===== config.mk =====
export PLATFORM = sky130hd
export DESIGN_NAME = psum_buffer
export DESIGN_NICKNAME = d
export VERILOG_FILES = /design/src/rtl/psum_buffer.sv
export SDC_FILE = /design/constraint.sdc
export NUM_CORES = 2
export LEC_CHECK = 0
export BUFFER_PORTS_ARGS = -buffer_cell sky130_fd_sc_hd__clkbuf_2
export CAP_MARGIN = 20
export CORE_MARGIN = 5
export CORE_UTILIZATION = 55
export CTS_CLUSTER_DIAMETER = 100
export DETAILED_ROUTE_END_ITERATION = 10
export PLACE_DENSITY = 0.71
export SLEW_MARGIN = 20
export SYNTH_ARGS = -nofsm -noshare
export SYNTH_HDL_FRONTEND = slang
export SYNTH_SLANG_ARGS = --single-unit

===== constraint.sdc =====
create_clock -name clk -period 9.15 [get_ports clk]
set_clock_uncertainty 0.15 [all_clocks]
set_input_delay 2.745 -clock clk [delete_from_list [all_inputs] [get_ports clk]]
set_output_delay 2.745 -clock clk [all_outputs]
set_load 0.005 [all_outputs]

===== src/rtl/psum_buffer.sv =====
// Partial-sum store for the psum adder tree: feeds the stored accumulator
// operand, captures write-back, and holds finished sums on a valid/ready port.
module psum_buffer #(
   parameter int DATA_W = 32,
   parameter int DEPTH  = 64,
   parameter int AW     = 6
) (
   input  logic              clk,
   input  logic              rst_n,
   input  logic              stall_in,
   output logic              stall,
   input  logic              cfg_load,
   input  logic [AW:0]       cfg_row_len,
   input  logic              issue_valid,
   input  logic              issue_first,
   input  logic              issue_last,
   output logic [DATA_W-1:0] fifo_data,
   input  logic [DATA_W-1:0] add_out,
   output logic [DATA_W-1:0] res_data,
   output logic              res_valid,
   input  logic              res_ready,
   output logic              row_done
);

   localparam logic [AW:0]   LP_DEPTH  = (AW+1)'(DEPTH);
   localparam logic [AW:0]   LP_ONE_L  = (AW+1)'(1);
   localparam logic [AW-1:0] LP_ONE_A  = AW'(1);

   logic [AW:0]       r_row_len;
   logic [AW-1:0]     r_pos;

   logic              r_s1_v, r_s1_first, r_s1_last;
   logic [AW-1:0]     r_s1_addr;
   logic              r_s2_v, r_s2_first, r_s2_last;
   logic [AW-1:0]     r_s2_addr;
   logic              r_s3_v, r_s3_last;
   logic [AW-1:0]     r_s3_addr;

   logic [DATA_W-1:0] r_mem [DEPTH];
   logic [DATA_W-1:0] r_res_data;
   logic              r_res_valid;

   logic              w_stall;
   logic              w_issue;
   logic [AW:0]       w_cfg_len;
   logic [AW:0]       w_len_eff;
   logic [AW-1:0]     w_pos_eff;
   logic              w_wrap;
   logic              w_s3_wr;
   logic              w_res_load;
   logic              w_res_pop;
   logic [DATA_W-1:0] w_fifo;

   assign w_stall   = stall_in | (r_res_valid & ~res_ready);
   assign w_issue   = issue_valid & ~w_stall;

   // A config load in the same cycle as an issue takes effect for that issue.
   assign w_cfg_len = ((cfg_row_len == '0) || (cfg_row_len > LP_DEPTH)) ? LP_DEPTH : cfg_row_len;
   assign w_len_eff = cfg_load ? w_cfg_len : r_row_len;
   assign w_pos_eff = cfg_load ? '0 : r_pos;
   assign w_wrap    = ({1'b0, w_pos_eff} == (w_len_eff - LP_ONE_L));

   assign w_s3_wr    = r_s3_v & ~r_s3_last;
   assign w_res_load = r_s3_v & r_s3_last & ~w_stall;
   assign w_res_pop  = r_res_valid & res_ready;

   always_ff @(posedge clk or negedge rst_n) begin
      if (!rst_n) begin
         r_row_len <= LP_DEPTH;
         r_pos     <= '0;
      end else if (!w_stall) begin
         if (cfg_load)
            r_row_len <= w_cfg_len;
         if (w_issue)
            r_pos <= w_wrap ? '0 : (w_pos_eff + LP_ONE_A);
         else if (cfg_load)
            r_pos <= '0;
      end
   end

   always_ff @(posedge clk or negedge rst_n) begin
      if (!rst_n) begin
         r_s1_v     <= 1'b0;
         r_s1_first <= 1'b0;
         r_s1_last  <= 1'b0;
         r_s1_addr  <= '0;
         r_s2_v     <= 1'b0;
         r_s2_first <= 1'b0;
         r_s2_last  <= 1'b0;
         r_s2_addr  <= '0;
         r_s3_v     <= 1'b0;
         r_s3_last  <= 1'b0;
         r_s3_addr  <= '0;
      end else if (!w_stall) begin
         r_s1_v     <= issue_valid;
         r_s1_first <= issue_first;
         r_s1_last  <= issue_last;
         r_s1_addr  <= w_pos_eff;
         r_s2_v     <= r_s1_v;
         r_s2_first <= r_s1_first;
         r_s2_last  <= r_s1_last;
         r_s2_addr  <= r_s1_addr;
         r_s3_v     <= r_s2_v;
         r_s3_last  <= r_s2_last;
         r_s3_addr  <= r_s2_addr;
      end
   end

   always_ff @(posedge clk) begin
      if (w_s3_wr && !w_stall)
         r_mem[r_s3_addr] <= add_out;
   end

   // S3 writing the address S2 reads means the sum has not reached memory yet.
   always_comb begin
      w_fifo = '0;
      if (r_s2_v && !r_s2_first) begin
         if (w_s3_wr && (r_s3_addr == r_s2_addr))
            w_fifo = add_out;
         else
            w_fifo = r_mem[r_s2_addr];
      end
   end

   always_ff @(posedge clk or negedge rst_n) begin
      if (!rst_n) begin
         r_res_data  <= '0;
         r_res_valid <= 1'b0;
      end else if (w_res_load) begin
         r_res_data  <= add_out;
         r_res_valid <= 1'b1;
      end else if (w_res_pop) begin
         r_res_valid <= 1'b0;
      end
   end

   assign stall     = w_stall;
   assign fifo_data = w_fifo;
   assign res_data  = r_res_data;
   assign res_valid = r_res_valid;
   assign row_done  = w_issue & w_wrap;

endmodule

==> reports/summary.md <==
The run finished with clean final reports. The prevailing post-synth register cell was edfxtp_1. The total standard cell area after synthesis came out at 0.08147 mm^2. The analysis attributes to cell leakage a power of 28.44 nW. Buffers placed on the I/O ports in this run total 113.

The tools report the wire length after detailed routing as 201500 um. The sequential cells in the finished layout cover a total of 0.06332 mm^2. Of all nets on the critical path, the largest fanout is 62. By area the synthesized netlist is led by edfxtp_1 (75%), mux4_2 (18%), dfrtp_1 (2.2%). The area growth from synthesis to layout came out at 12.64%. For the final count of pins violating max slew, the log shows 0. Count of max-cap constraint violations: 0. The number of nets in the finished design was 3785; the met1 usage in global routing was 36.43%. For this run, asynchronously set or reset flops after synthesis account for 3.396%. The number of core rows is 141. For this run, the top clock speed supported by timing is 126.7 MHz. The average footprint of a synthesized cell was 23.50 um^2. TritonCTS built the clock tree. Counting every net in the synthesized netlist gives 3515. Traced cell by cell, the critical path runs through buf_4 > buf_12 > mux4_2 > mux4_2 > mux2i_1 > o21ai_1 > clkbuf_2. Setup total negative slack on the finished layout was measured at 0 ps.

Worst slew slack as a fraction of its limit: 18.46%. Among all stages on the critical path, the largest delay is contributed by dfrtp_4. The tools report the data arrival time at the worst-slack endpoint as 5000 ps.

Clock-pin slew was measured on the worst setup and hold paths at 60 ps. The run gives 5107 as the DRC violation total after the first TritonRoute iteration. Clock tree synthesis found a total of 2120 sinks.

For this run, the detailed router's first-pass iteration total came to 5. Dividing total power by cell area gives a power density of 242.4 mW/mm^2. The tree is rooted in a clkbuf_16. In this run the horizontal extent of the chip is 394.9 um. For this design the top-level I/O count stands at 114. The total routing usage reported by global routing is 26.08%, and the worst-case clock buffer depth is 3.

The cell type with the largest total area after synthesis was edfxtp_1. The Yosys warning count is 0, and the post-cts gate resize count is 0. Effective utilization at floorplan: 55.24%. In the final routed layout, each cell accounts on average for 34.49 um. The die extent in y was 394.9 um. Capturing element type of the critical path: an output pin. The via count of the routed design is 38630, and the transition at the pin with the smallest max-transition slack is 1220 ps. The type of the worst setup path was reg -> out. STA puts the critical path data required time at 6260 ps. The clock reaches the later pin of the worst-skew pair after 820 ps. The netlist uses 48 different library cells. The congestion estimate from routability-driven global placement came to 0.8223. Counting stages on the worst path, the most repeated cell is mux4_2. Entering global routing, the biggest net connects 90 pins. Area of the die: 0.1559 mm^2. Summed over all layers, the global routing overflow is 0.

Setup repair after global routing left no endpoint under its margin. The first global-routing pass estimated 287400 um of wire. DRC violation count after routing: 0. The worst min-delay path category is reg -> reg. The initial antenna violation count was 5. The layout has 9792 filler cells.

For this run, global-route usage on met2 was measured as 40.33%. The final setup violation count is 0. TritonCTS created 199 clock buffers. The post-synthesis cell count was 3466; the total count of hold-check failures in the final report was 0. VDD sags by at most 0.0002405 V. After layout, the worst path uses 86.28% of the clock period. Summing the sequential cell areas from Yosys gives 77.70% of the chip area. The count of nets left with antenna violations once routing finished came out at 0. STA classifies the critical path startpoint as a register. For the number of global-route vias before repair, the log shows 39100. On the worst path, the slowest cell contributes a delay of 950 ps.

The final core utilization is 62.22%. Share of the synthesized area in the top cell type: 75.49%. The proportion of layout cells with a drive suffix above 1 was 32.92%. In the final layout, the multi-input gates occupy 0.01763 mm^2. The region available for standard cell placement spans 0.1475 mm^2.

In this run, synthesis produced a sequential element count of 2120. The highest-utilization routing layer at the global route stage was met2. Detailed placement finished with a half-perimeter wire length of 109300 um.

The number of setup buffers added after CTS is 0. For this design, the CTS-stage hold fixing added 0 buffers. The logs give 4 for the number of levels in the clock H-tree and 8.162% for the met3 usage. Yosys mapped a number of flops with a built-in enable equal to 2048.

The ratio of routed vias to standard cells was 6.614. The minimum clock period is 7895 ps.
[synthesized netlist by cell type, drive strengths merged (8+ instances only)]
cell type / n
nand3: 10
dfrtp: 71
o22ai: 35
mux2i: 37
inv: 37
nand2b: 8
mux2: 38
nor2b: 14
buf: 97
clkbuf: 86
nor2: 80
nand2: 89
o21ai: 53
xnor2: 10
a21oi: 35
edfxtp: 2048
mux4: 638
clkinv: 31
[logic make-up after synthesis]
group                    share of synthesized area [%]
flip-flops                                       77.70
buffers and inverters                            1.301
AO/OA/AOI/OAI                                   0.9830
XOR/XNOR                                        0.1505
AND/OR/NAND/NOR                                  1.213
multiplexers                                     18.62
adder cells (fa/ha/maj)                        0.03071
[critical path, delay by kind of cell (launching register included)]
family | cells | cell delay, ps
flops | 1 | 950
mux | 3 | 1660
buf+inv | 3 | 1240
compound gates | 1 | 210
[stage by stage]
stage               power [W]  hold slack [ps]  area, um^2  worst slack [ps]  cells
finish                0.02224            318.3       91770              1255   5841
global route          0.02299            341.6       91760             981.4   5839
CTS                   0.02234            315.8       91720              1110   5837
detailed placement    0.01445            296.8       85450              1341   5463
global placement      0.01441            298.9       85370              1247   5459
floorplan             0.01330            284.8       81470              1605   3466
[where the power goes]
| part | switching, W | internal (W) | total (W) | leakage, nW |
|---|---|---|---|---|
| registers | 0.000227 | 0.0108 | 0.0110 | 19.3 |
| clock network | 0.00349 | 0.00450 | 0.00799 | 3.06 |
| logic | 0.00167 | 0.00158 | 0.00325 | 6.08 |
| total | 0.00539 | 0.0169 | 0.0222 | 28.4 |
[cell type report]
cell class | count | share of cell area, %
diodes | 2 | 0.005454
clock buffers | 274 | 5.928
clock inverters | 100 | 0.9067
inverters | 68 | 0.2781
multi-input cells | 1095 | 19.21
flip-flops and latches | 2120 | 69.00
well taps | 1930 | 2.631
repair buffers | 252 | 2.045
[registers in the layout, indices dropped and copies added (netlist names), 6 cells and up]
register	cells
r_s3_addr	6
r_pos	6
r_row_len	7
r_s2_addr	6
r_mem	2048
r_s1_addr	6
res_data	32
[path summary, 6_finish.rpt]
check                                    startpoint                       end  slack [ps]  depth (start not counted)
min                           r_s1_last$_DFFE_PN0N_     r_s2_last$_DFFE_PN0N_         320                          2
max reg2reg                   res_valid$_DFFE_PN0P_    r_mem[23][8]$_DFFE_PP_        5180                          7
max in group asynchronous                     rst_n  r_s2_addr[1]$_DFFE_PN0N_        6170                          1
min reg2reg                   r_s1_last$_DFFE_PN0N_     r_s2_last$_DFFE_PN0N_         320                          2
min in group asynchronous                     rst_n  res_data[16]$_DFFE_PN0P_        1930                          1
max                        r_s2_addr[0]$_DFFE_PN0N_              fifo_data[2]        1260                          7
[per-layer routing]
metal  vias up  routed length [um]  part of all wire [%]
met4         0                5921                   2.9
met5         -                   0                     0
met2      2390               96360                    48
met3       300               23680                    12
met1     20680               75500                    37
li1      15260                   -                     -
[cells in the final DEF, fill, tap and decap left out, drive strengths merged, types with 2 or more instances in the layout]
| cell | Yosys | routed |
|---|---|---|
| xor2 | 4 | 4 |
| o2111ai | 3 | 3 |
| nand3b | 7 | 7 |
| nor2 | 80 | 80 |
| mux2 | 38 | 38 |
| bufinv | 0 | 12 |
| diode | 0 | 2 |
| nand2b | 8 | 8 |
| clkinvlp | 0 | 7 |
| o21ai | 53 | 53 |
| clkbuf | 86 | 386 |
| or3 | 3 | 3 |
| mux4 | 638 | 638 |
| o22ai | 35 | 35 |
| nor2b | 14 | 14 |
| nand2 | 89 | 89 |
| buf | 97 | 140 |
| inv | 37 | 42 |
| ha | 2 | 2 |
| nand3 | 10 | 10 |
| edfxtp | 2048 | 2048 |
| clkinv | 31 | 107 |
| and3 | 2 | 2 |
| xnor2 | 10 | 10 |
| a21oi | 35 | 35 |
| mux2i | 37 | 37 |
| o211ai | 2 | 2 |
| nand4 | 3 | 3 |
| dfrtp | 71 | 71 |
| a31oi | 2 | 2 |
| nor3 | 6 | 6 |
No activity file was read; power rests on OpenSTA's default activity.
